===== src/rtl/ebox_tlm_pkg.sv =====
`timescale 1ns/1ps
`default_nettype none
// ============================================================================
//  Module   : ebox_tlm_pkg
//  Purpose  : Shared constants and types for the Ebox telemetry shifter path.
//  Revision : 1.0  initial release
// ============================================================================
package ebox_tlm_pkg;

    localparam int WORD_BITS = 10;

    typedef logic [WORD_BITS-1:0] word_t;

    localparam word_t SYNC_WORD = 10'h3C5;
    localparam word_t FILL_WORD = 10'h2AA;

    localparam logic [1:0] ST_IDLE  = 2'd0;
    localparam logic [1:0] ST_LOAD  = 2'd1;
    localparam logic [1:0] ST_SHIFT = 2'd2;

    typedef enum logic {
        SRC_SCI = 1'b0,
        SRC_HK  = 1'b1
    } src_e;

    function automatic logic [15:0] sat_inc16(input logic [15:0] value);
        return (value == 16'hFFFF) ? value : value + 16'd1;
    endfunction

endpackage
`default_nettype wire


===== src/rtl/shifter_frame_ctrl_if.sv =====
`timescale 1ns/1ps
`default_nettype none
// ============================================================================
//  Module   : shifter_frame_ctrl_if
//  Purpose  : Source handshakes, shifter drive and status of the frame sequencer.
//  Revision : 1.0  initial release
// ============================================================================
interface shifter_frame_ctrl_if;
    import ebox_tlm_pkg::*;

    logic        enable;
    logic        sci_valid;
    word_t       sci_data;
    logic        sci_ready;
    logic        hk_valid;
    word_t       hk_data;
    logic        hk_ready;
    logic        sh_enable;
    logic        sh_loadn;
    word_t       sh_dbus;
    logic        frame_start;
    logic [7:0]  word_idx;
    logic [15:0] underrun_cnt;

    // master is the frame sequencer, slave is the surrounding Ebox logic
    modport master (
        input  enable, sci_valid, sci_data, hk_valid, hk_data,
        output sci_ready, hk_ready, sh_enable, sh_loadn, sh_dbus,
               frame_start, word_idx, underrun_cnt
    );

    modport slave (
        output enable, sci_valid, sci_data, hk_valid, hk_data,
        input  sci_ready, hk_ready, sh_enable, sh_loadn, sh_dbus,
               frame_start, word_idx, underrun_cnt
    );

endinterface
`default_nettype wire


===== src/rtl/gclk_edge_det.sv =====
`timescale 1ns/1ps
`default_nettype none
// ============================================================================
//  Module   : gclk_edge_det
//  Purpose  : Two-flop synchronizer with rising-edge pulse for the gated gclk.
//  Revision : 1.0  initial release
// ============================================================================
module gclk_edge_det (
    input  wire logic clk,
    input  wire logic rst_n,
    input  wire logic async_in,
    output logic      rise
);

    logic sync1;
    logic sync2;
    logic prev;

    always_ff @(posedge clk or negedge rst_n) begin
        if (!rst_n) begin
            sync1 <= 1'b0;
            sync2 <= 1'b0;
            prev  <= 1'b0;
        end else begin
            sync1 <= async_in;
            sync2 <= sync1;
            prev  <= sync2;
        end
    end

    assign rise = sync2 & ~prev;

endmodule
`default_nettype wire


===== src/rtl/shifter_frame_ctrl.sv =====
`timescale 1ns/1ps
`default_nettype none
// ============================================================================
//  Module   : shifter_frame_ctrl
//  Purpose  : Frame sequencer and sci/hk round-robin arbiter for the 10-bit shifter.
//  Revision : 1.0  initial release
// ============================================================================
module shifter_frame_ctrl
    import ebox_tlm_pkg::*;
#(
    parameter int FRAME_WORDS = 16
) (
    input  wire logic             clk50,
    input  wire logic             rst_n,
    input  wire logic             gclk,
    shifter_frame_ctrl_if.master  bus
);

    localparam int              CNT_BITS = $clog2(WORD_BITS + 1);
    localparam logic [CNT_BITS-1:0] LAST_BIT = CNT_BITS'(WORD_BITS - 1);
    localparam logic [7:0]      LAST_IDX = 8'(FRAME_WORDS - 1);

    logic                gclk_rise;
    logic [1:0]          state;
    logic [CNT_BITS-1:0] bit_cnt;
    src_e                rr_ptr;

    logic                sh_enable_q;
    logic                sh_loadn_q;
    word_t               sh_dbus_q;
    logic                sci_ready_q;
    logic                hk_ready_q;
    logic                frame_start_q;
    logic [7:0]          word_idx_q;
    logic [15:0]         underrun_q;

    logic                load_now;
    logic [7:0]          idx_sel;
    logic                is_sync;
    logic                grant_sci;
    logic                grant_hk;
    logic                is_fill;
    word_t               word_sel;

    gclk_edge_det u_gclk_edge (
        .clk      (clk50),
        .rst_n    (rst_n),
        .async_in (gclk),
        .rise     (gclk_rise)
    );

    // A load is scheduled one cycle ahead so the outputs land registered in the LOAD cycle.
    always_comb begin
        load_now = 1'b0;
        idx_sel  = 8'd0;
        if (bus.enable) begin
            case (state)
                ST_IDLE: begin
                    load_now = 1'b1;
                    idx_sel  = 8'd0;
                end
                ST_SHIFT: begin
                    if (gclk_rise && (bit_cnt == LAST_BIT)) begin
                        load_now = 1'b1;
                        idx_sel  = (word_idx_q == LAST_IDX) ? 8'd0 : word_idx_q + 8'd1;
                    end
                end
                default: begin
                    load_now = 1'b0;
                end
            endcase
        end
    end

    always_comb begin
        is_sync   = (idx_sel == 8'd0);
        grant_sci = !is_sync && bus.sci_valid && (!bus.hk_valid || (rr_ptr == SRC_SCI));
        grant_hk  = !is_sync && bus.hk_valid && (!bus.sci_valid || (rr_ptr == SRC_HK));
        is_fill   = !is_sync && !grant_sci && !grant_hk;
        if (is_sync) begin
            word_sel = SYNC_WORD;
        end else if (grant_sci) begin
            word_sel = bus.sci_data;
        end else if (grant_hk) begin
            word_sel = bus.hk_data;
        end else begin
            word_sel = FILL_WORD;
        end
    end

    always_ff @(posedge clk50 or negedge rst_n) begin
        if (!rst_n) begin
            state         <= ST_IDLE;
            bit_cnt       <= '0;
            rr_ptr        <= SRC_SCI;
            sh_enable_q   <= 1'b0;
            sh_loadn_q    <= 1'b1;
            sh_dbus_q     <= '0;
            sci_ready_q   <= 1'b0;
            hk_ready_q    <= 1'b0;
            frame_start_q <= 1'b0;
            word_idx_q    <= 8'd0;
            underrun_q    <= 16'd0;
        end else if (!bus.enable) begin
            // Dropping enable abandons the frame; a gclk edge in this cycle is ignored.
            state         <= ST_IDLE;
            bit_cnt       <= '0;
            sh_enable_q   <= 1'b0;
            sh_loadn_q    <= 1'b1;
            sci_ready_q   <= 1'b0;
            hk_ready_q    <= 1'b0;
            frame_start_q <= 1'b0;
            word_idx_q    <= 8'd0;
        end else begin
            sh_loadn_q    <= 1'b1;
            sci_ready_q   <= 1'b0;
            hk_ready_q    <= 1'b0;
            frame_start_q <= 1'b0;

            case (state)
                ST_IDLE: begin
                    state       <= ST_LOAD;
                    sh_enable_q <= 1'b1;
                end
                ST_LOAD: begin
                    state   <= ST_SHIFT;
                    bit_cnt <= '0;
                end
                ST_SHIFT: begin
                    if (load_now) begin
                        state   <= ST_LOAD;
                        bit_cnt <= '0;
                    end else if (gclk_rise) begin
                        bit_cnt <= bit_cnt + CNT_BITS'(1);
                    end
                end
                default: begin
                    state   <= ST_IDLE;
                    bit_cnt <= '0;
                end
            endcase

            if (load_now) begin
                sh_loadn_q    <= 1'b0;
                sh_dbus_q     <= word_sel;
                word_idx_q    <= idx_sel;
                frame_start_q <= is_sync;
                sci_ready_q   <= grant_sci;
                hk_ready_q    <= grant_hk;
                if (grant_sci) begin
                    rr_ptr <= SRC_HK;
                end else if (grant_hk) begin
                    rr_ptr <= SRC_SCI;
                end
                if (is_fill) begin
                    underrun_q <= sat_inc16(underrun_q);
                end
            end
        end
    end

    assign bus.sh_enable    = sh_enable_q;
    assign bus.sh_loadn     = sh_loadn_q;
    assign bus.sh_dbus      = sh_dbus_q;
    assign bus.sci_ready    = sci_ready_q;
    assign bus.hk_ready     = hk_ready_q;
    assign bus.frame_start  = frame_start_q;
    assign bus.word_idx     = word_idx_q;
    assign bus.underrun_cnt = underrun_q;

endmodule
`default_nettype wire


===== src/flat_wrapper.sv =====
// flat-port wrapper written by rule: the top's interface ports become plain ports
module shifter_frame_ctrl_flat import ebox_tlm_pkg::*;
#(
    parameter int FRAME_WORDS = 16
)
  (clk50, rst_n, gclk, bus_enable, bus_sci_valid, bus_sci_data, bus_hk_valid, bus_hk_data, bus_sci_ready, bus_hk_ready, bus_sh_enable, bus_sh_loadn, bus_sh_dbus, bus_frame_start, bus_word_idx, bus_underrun_cnt);
  shifter_frame_ctrl_if bus_i ();
  input  wire logic clk50;
  input  wire logic rst_n;
  input  wire logic gclk;
  input wire logic [$bits(bus_i.enable)-1:0] bus_enable;
  input wire logic [$bits(bus_i.sci_valid)-1:0] bus_sci_valid;
  input wire logic [$bits(bus_i.sci_data)-1:0] bus_sci_data;
  input wire logic [$bits(bus_i.hk_valid)-1:0] bus_hk_valid;
  input wire logic [$bits(bus_i.hk_data)-1:0] bus_hk_data;
  output wire logic [$bits(bus_i.sci_ready)-1:0] bus_sci_ready;
  output wire logic [$bits(bus_i.hk_ready)-1:0] bus_hk_ready;
  output wire logic [$bits(bus_i.sh_enable)-1:0] bus_sh_enable;
  output wire logic [$bits(bus_i.sh_loadn)-1:0] bus_sh_loadn;
  output wire logic [$bits(bus_i.sh_dbus)-1:0] bus_sh_dbus;
  output wire logic [$bits(bus_i.frame_start)-1:0] bus_frame_start;
  output wire logic [$bits(bus_i.word_idx)-1:0] bus_word_idx;
  output wire logic [$bits(bus_i.underrun_cnt)-1:0] bus_underrun_cnt;
  assign bus_i.enable = bus_enable;
  assign bus_i.sci_valid = bus_sci_valid;
  assign bus_i.sci_data = bus_sci_data;
  assign bus_i.hk_valid = bus_hk_valid;
  assign bus_i.hk_data = bus_hk_data;
  assign bus_sci_ready = bus_i.sci_ready;
  assign bus_hk_ready = bus_i.hk_ready;
  assign bus_sh_enable = bus_i.sh_enable;
  assign bus_sh_loadn = bus_i.sh_loadn;
  assign bus_sh_dbus = bus_i.sh_dbus;
  assign bus_frame_start = bus_i.frame_start;
  assign bus_word_idx = bus_i.word_idx;
  assign bus_underrun_cnt = bus_i.underrun_cnt;
  shifter_frame_ctrl #(.FRAME_WORDS(FRAME_WORDS)) u_core (.clk50(clk50), .rst_n(rst_n), .gclk(gclk), .bus(bus_i));
endmodule

===== config.mk =====
export PLATFORM = sky130hd
export DESIGN_NAME = shifter_frame_ctrl_flat
export DESIGN_NICKNAME = d
export VERILOG_FILES = /design/src/rtl/ebox_tlm_pkg.sv /design/src/rtl/shifter_frame_ctrl_if.sv /design/src/rtl/gclk_edge_det.sv /design/src/rtl/shifter_frame_ctrl.sv /design/src/flat_wrapper.sv
export SDC_FILE = /design/constraint.sdc
export NUM_CORES = 1
export LEC_CHECK = 0
export CAP_MARGIN = 5
export CORE_MARGIN = 2
export CORE_UTILIZATION = 31
export CTS_CLUSTER_DIAMETER = 120
export DETAILED_ROUTE_END_ITERATION = 10
export PLACE_DENSITY = 0.53
export REMOVE_ABC_BUFFERS = 1
export SYNTH_ARGS = -nofsm -noshare
export SYNTH_HDL_FRONTEND = slang
export SYNTH_SLANG_ARGS = --single-unit
export TNS_END_PERCENT = 20

===== constraint.sdc =====
create_clock -name clk50 -period 2.1 [get_ports clk50]
set_input_delay 0.21 -clock clk50 [delete_from_list [all_inputs] [get_ports clk50]]
set_output_delay 0.21 -clock clk50 [all_outputs]
set_load 0.05 [all_outputs]

Yosys cells after proc, flatten, opt, wreduce, memory -nomap -nowiden
Index checks and enable logic that the tools add are counted.
{"block": "word_totals", "ff_bits": 49, "inputBits": 26, "wordCells": 83, "out_inout_bits": 39}
{"block": "op_classes", "reduce_logical": 21, "eq_ne": 10, "addsub": 3, "muxes": 31, "bitwise": 4}
{"cell": "$mux 8", "count": 6}
{"cell": "$mux 10", "count": 3}
{"cell": "$add 16x1->16 const B", "count": 1}
{"cell": "$eq 16x16->1 const B", "count": 1}
{"cell": "$mux 1", "count": 14}
{"cell": "$mux 4", "count": 3}
{"cell": "$add 8x1->8 const B", "count": 1}
{"cell": "$eq 8x4->1 const B", "count": 1}
{"cell": "$logic_not 8->1", "count": 1}
{"cell": "$pmux 4 s2", "count": 1}
{"cell": "$logic_and 1x1->1", "count": 7}
{"cell": "$pmux 2 s3", "count": 1}
{"cell": "$logic_not 1->1", "count": 5}
{"cell": "$add 4x1->4 const B", "count": 1}
{"cell": "$eq 4x4->1 const B", "count": 1}
{"cell": "$mux 2", "count": 2}
{"cell": "$ne 2x1->1 const B", "count": 2}
{"cell": "$ne 4x2->1 const B", "count": 1}
{"cell": "$reduce_and 2->1", "count": 2}
{"cell": "$reduce_and 4->1", "count": 1}
{"cell": "$ne 3x2->1 const B", "count": 1}
{"cell": "$not 1->1", "count": 3}
{"cell": "$reduce_and 3->1", "count": 1}
{"cell": "$eq 2x1->1 const B", "count": 1}
{"cell": "7 further kinds", "count": 8}

Depth between registers and ports, before layout
{"block": "depth", "word_depth": 14, "mapped_depth": 9, "depth_no_buf": 8}

Modules after synthesis
From an unflattened synthesis, not the netlist that was laid out.
{"block": "hier_totals", "cells_unflattened": 249, "hier_area_um2": 2482.4}
{"mod": "shifter_frame_ctrl", "cells_each": 245, "seq_area_each_um2": 1152.4, "area_each_um2": 2393.5, "instances": 1}
{"mod": "gclk_edge_det", "cells_each": 4, "seq_area_each_um2": 75.1, "area_each_um2": 88.8, "instances": 1}

Worst setup path before layout
Ideal clock, no wire load.
{"block": "synth_timing", "path_type": "reg-to-reg", "startpoint": "reg u_core.word_idx_q[0] (netlist: u_core.bus.word_idx[0])", "endpoint": "reg u_core.underrun_q[1] (netlist: u_core.bus.underrun_cnt[1])", "n_path_buf": 1, "arrival_time_ns": 2.323, "required_time_ns": 1.972, "path_stages_with_launch": 8, "path_slack_ns": -0.350, "path_cell_list": "dfrtp_1 > ha_1 > nand3_1 > o21ai_0 > o2111ai_2 > a32oi_2 > buf_6 > mux2_1"}
{"block": "synth_via", "elab_chain_len": 13, "word_cells_on_any_way": 17, "classes_between": "add/sub: 1; eq/ne: 1; mux: 4; reduce/logical: 11"}
{"element": "start: declaration", "line_no": "shifter_frame_ctrl.sv:34", "text": "logic [7:0] word_idx_q;"}
{"element": "start signal: assignment", "line_no": "shifter_frame_ctrl.sv:146", "text": "word_idx_q <= idx_sel;"}
{"element": "$add 8x1->8 or $eq 8x4->1 (tied branches)", "line_no": "shifter_frame_ctrl.sv:65", "text": "idx_sel = (word_idx_q == LAST_IDX) ? 8'd0 : word_idx_q + 8'd1;"}
{"element": "$mux 8 (*)", "line_no": "shifter_frame_ctrl.sv:65"}
{"element": "$mux 8 (*)", "line_no": "shifter_frame_ctrl.sv:63", "text": "if (gclk_rise && (bit_cnt == LAST_BIT)) begin"}
{"element": "$mux 8 (*)", "line_no": "shifter_frame_ctrl.sv:57", "text": "case (state)"}
{"element": "$mux 8 (*)", "line_no": "shifter_frame_ctrl.sv:56", "text": "if (bus.enable) begin"}
{"element": "$logic_not 8->1 (*)", "line_no": "shifter_frame_ctrl.sv:76", "text": "is_sync = (idx_sel == 8'd0);"}
{"element": "$logic_not 1->1 (*)", "line_no": "shifter_frame_ctrl.sv:77, shifter_frame_ctrl.sv:78, shifter_frame_ctrl.sv:79"}
{"element": "$logic_and 1x1->1 (2 in a row)", "line_no": "shifter_frame_ctrl.sv:77", "text": "grant_sci = !is_sync && bus.sci_valid && (!bus.hk_valid || (rr_ptr == SRC_SCI));"}
{"element": "$logic_not 1->1", "line_no": "shifter_frame_ctrl.sv:79", "text": "is_fill = !is_sync && !grant_sci && !grant_hk;"}
{"element": "$logic_and 1x1->1", "line_no": "shifter_frame_ctrl.sv:79"}
{"element": "$logic_and 1x1->1 (*)", "line_no": "shifter_frame_ctrl.sv:79"}
{"element": "$reduce_and 4->1 (no line) (*)"}
{"element": "end signal: assignment", "line_no": "shifter_frame_ctrl.sv:156", "text": "underrun_q <= sat_inc16(underrun_q);"}
{"element": "end: declaration", "line_no": "shifter_frame_ctrl.sv:35", "text": "logic [15:0] underrun_q;"}
Every way passes the cells marked *; elsewhere a longest branch is shown, timed or not.
A chain may end at the register's enable or synchronous reset.

Worst setup path after layout
Same ends and word-level chain as after synthesis.

==> summary.md <==
| Metric | Value |
|---|---|
| Crit-path cells | `buf_6 > and3_4 > a311oi_2 > o211ai_1 > a32oi_4 > buf_12 > mux2_4` |
| Row Count | `32` |
| Min-delay src | `gclk` |
| Layout cell share with drive strength beyond 1 | `0.211` |
| Number of diodes | `0` |
| Number of synthesized flops with an enable pin | `0` |
| Max H-tree Level | `2` |
| Antenna-violating nets left | `0` |
| Crit share post-route | `1.00` |
| CTS clk-pin slew, worst paths | `0.10 ns` |
| GR Overflow Total | `0` |
| Crit path buf inv count | `2` |
| Total number of vias | `2,188` |
| Worst hold path type | `input port to register` |
| Least-Margin Pin Slew | `0.608 ns` |
| Avg WL per Cell | `14.1 um` |
| Final setup violation count | `1` |
| Die area | `0.00858 mm^2` |
| Setup TNS | `-0.000742 ns` |
| CP required | `2.29 ns` |
| P&R area growth vs syn | `52.9%` |
| Distinct cell type count after synthesis | `49` |
| Pwr Density | `479 mW/mm^2` |
| LEAKAGE | `1.65 nW` |
| # IOs | `65` |
| First-pass GRT wire length | `10.4 mm` |
| Total of max-cap violations | `0` |
| Syn. warnings | `0` |
| Setup CP Type | `register to register` |
| F_max | `476 MHz` |
| Worst Skew | `0.00907 ns` |
| Largest net degree at the start of global routing | `27` |
| DRT Pass-1 Iters | `4` |
| DPL Wire Length | `4.45 mm` |
| Vias/cell | `4.88` |
| Hold Vio Cnt, Final | `0` |
| Initial antenna violation count | `0` |
| Number of buffers added on ports | `64` |
| GRT Overall Usage | `0.152` |
| Unrepaired setup endpoints after global routing | `yes` |
| Pre-CTS setup slack | `-0.0192 ns` |
| Final nets | `375` |
| CP max stage cell | `dfrtp_1` |
| Status | `finished, violations left` |
| Setup WS post-layout | `-0.000742 ns` |
| Die W | `92.6 um` |
| Seq/Total Area, Yosys | `0.504` |
| Filler cells | `731` |
| Post-synth ARST share | `1.00` |
| Startpoint Class | `register` |
| Synthesized flop and latch total | `49` |
| Core Area | `0.00769 mm^2` |
| Routability cong. | `0.806` |
| Worst slew margin | `0.594` |
| DR DRC count | `0` |
| CP Capture Type | `register` |
| Max-slew violation count | `0` |
| Synth Cell Area | `0.00243 mm^2` |
| Clock root cell | `clkbuf_8` |
| Latest clock arrival within the worst-skew pair | `0.30 ns` |
| Maximum vdd drop | `291 uV` |
| DRT iter0 DRCs | `63` |
| Worst Setup SP | `u_core.bus.word_idx[0]$_DFFE_PN0P_` |
| Crit-path max FO | `8` |
| Initial Utilization | `0.317` |
| Worst EP arrival | `2.29 ns` |
| Chip height | `92.6 um` |
| Reg2Reg Launch Point | `u_core.bus.word_idx[0]$_DFFE_PN0P_` |
| Vias in the first global route | `2,145` |
| Failing checks | `negative setup slack` |
| TritonCTS clock tree | `built` |
| Cell count after synthesis | `247` |
| Clk sinks | `49` |
| CTS buffer count | `5` |
| Tmin final | `2.10 ns` |
| CTS max path bufs | `2` |
| Avg Inst Size Synth | `9.86 um^2` |
| Crit-path max cell delay | `0.41 ns` |
| Post-Route WL | `6.33 mm` |
| Cell family with most CP delay | `compound AO/OA/AOI/OAI gates` |
| Main synth FF type | `dfrtp_1` |
-- path summary, 6_finish.rpt --
path                                                          end  slack, ns  cells after the start
min reg2reg                    u_core.u_gclk_edge.sync2$_DFF_PN0_       0.37                      0
min                            u_core.u_gclk_edge.sync1$_DFF_PN0_       0.35                      1
max in group asynchronous           u_core.bus.sh_loadn$_DFF_PN1_       1.04                      3
min in group asynchronous      u_core.bus.word_idx[6]$_DFFE_PN0P_       0.44                      2
max reg2reg                u_core.bus.underrun_cnt[1]$_DFFE_PN0P_    -0.0007                      7
max                        u_core.bus.underrun_cnt[1]$_DFFE_PN0P_    -0.0007                      7
-- repair_timing --
| item | CTS | global route |
|---|---|---|
| pin swaps | 0 | 11 |
| gates resized for setup | 3 | 25 |
| setup endpoints to repair | 2 | 25 |
| cloned | 0 | 1 |
| buffers inserted | 0 | 3 |
| endpoints found under the hold margin | 25 | 0 |
| hold buffers | 1 | 0 |
-- layout by cell type (no fill, tap or decap), types with 3 or more instances in the layout --
| master | instances |
|---|---|
| a21oi_1 | 6 |
| a22o_1 | 6 |
| a31oi_1 | 8 |
| buf_4 | 30 |
| clkbuf_8 | 7 |
| clkdlybuf4s50_1 | 63 |
| dfrtp_1 | 46 |
| ha_1 | 3 |
| inv_1 | 7 |
| nand2_1 | 22 |
| nand2b_1 | 3 |
| nand3_1 | 12 |
| nand3b_1 | 3 |
| nand4_1 | 5 |
| nor2_1 | 29 |
| nor3_1 | 5 |
| o21a_1 | 3 |
| o21ai_0 | 16 |
| xor2_1 | 14 |
-- area by class of cell --
type / instances / area [um^2] / area share
clock inverters: 1 / 5.00 / 0.00134
clock buffers: 7 / 96.3 / 0.0259
multi-input cells: 182 / 1280 / 0.344
inverters: 7 / 26.3 / 0.00706
repair buffers: 100 / 958 / 0.257
flip-flops and latches: 49 / 1230 / 0.330
well taps: 102 / 128 / 0.0343
-- cell usage after synthesis, drive strengths merged, types with 2 or more instances --
cell type / count / area, um^2
clkbuf: 6 / 23.8
dfrtp: 48 / 1200
nand4: 5 / 31.3
a21oi: 6 / 30.0
inv: 7 / 26.3
nor3b: 3 / 27.5
and3: 3 / 18.8
o21a: 3 / 22.5
or3: 4 / 30.0
nor2b: 2 / 12.5
nand2: 22 / 82.6
ha: 4 / 50.1
and2: 2 / 12.5
xnor2: 2 / 17.5
a31oi: 8 / 50.1
o21ai: 17 / 85.1
buf: 3 / 21.3
nor3: 8 / 40.0
nand3b: 3 / 22.5
mux2: 2 / 22.5
xor2: 14 / 123
nand3: 14 / 75.1
nor4b: 2 / 17.5
a22o: 6 / 52.6
nor4: 6 / 43.8
nand2b: 3 / 18.8
nor2: 29 / 109
-- sequential cells by signal (all words and copies together), names as in the netlist --
name,flops
u_core.bus.word_idx,8
u_core.rr_ptr,1
u_core.u_gclk_edge.sync2,1
u_core.bit_cnt,4
u_core.bus.sh_loadn,1
u_core.bus.sh_dbus,10
u_core.u_gclk_edge.sync1,1
u_core.state,2
u_core.bus.sh_enable,1
u_core.bus.sci_ready,1
u_core.bus.hk_ready,1
u_core.bus.underrun_cnt,16
u_core.u_gclk_edge.prev,1
u_core.bus.frame_start,1
-- metrics by stage --
stage	hold WS (ns)	utilization	area, um^2	instances	power, mW
floorplan	-0.0856	-	2390	238	1.06
global placement	0.261	0.444	3410	435	1.18
detailed placement	0.261	0.444	3410	435	1.18
CTS	0.337	0.461	3540	444	1.81
global route	0.341	0.484	3720	448	1.87
finish	0.351	0.484	3720	448	1.78
-- worst register-to-register path: cells and delay by family, from the launching register on --
| kind | cells | cell delay, ns |
|---|---|---|
| AO/OA/AOI/OAI | 3 | 0.82 |
| flip-flops | 1 | 0.41 |
| buffers and inverters | 2 | 0.30 |
| multiplexers | 1 | 0.29 |
| AND/OR/NAND/NOR | 1 | 0.17 |
-- power by group --
part / switching, mW / internal [mW]
Sequential: 0.00709 / 0.958
Combinational: 0.108 / 0.0909
Clock: 0.318 / 0.298
-- kinds of logic (layout without fill, tap and decap cells) --
logic type                 after synthesis  count (layout)  synth area share
and+or+nand+nor                        111             111             0.242
AOI/OAI and AO/OA                       49              49             0.137
adders and majority gates                4               4            0.0206
muxes                                    2               2           0.00925
xor gates and xnor gates                16              16            0.0576
DFF                                     49              49             0.504
buffers and inverters                   16             115            0.0293
-- layer usage --
layer / GRT usage / wire, um / vias to the layer above
met5: 0 / 0 / -
met4: 0.0368 / 47 / 0
met3: 0.0399 / 296 / 4
met2: 0.230 / 2880 / 48
met1: 0.217 / 3110 / 1058
li1: - / - / 1078
Power figures use the tool's default switching activity.
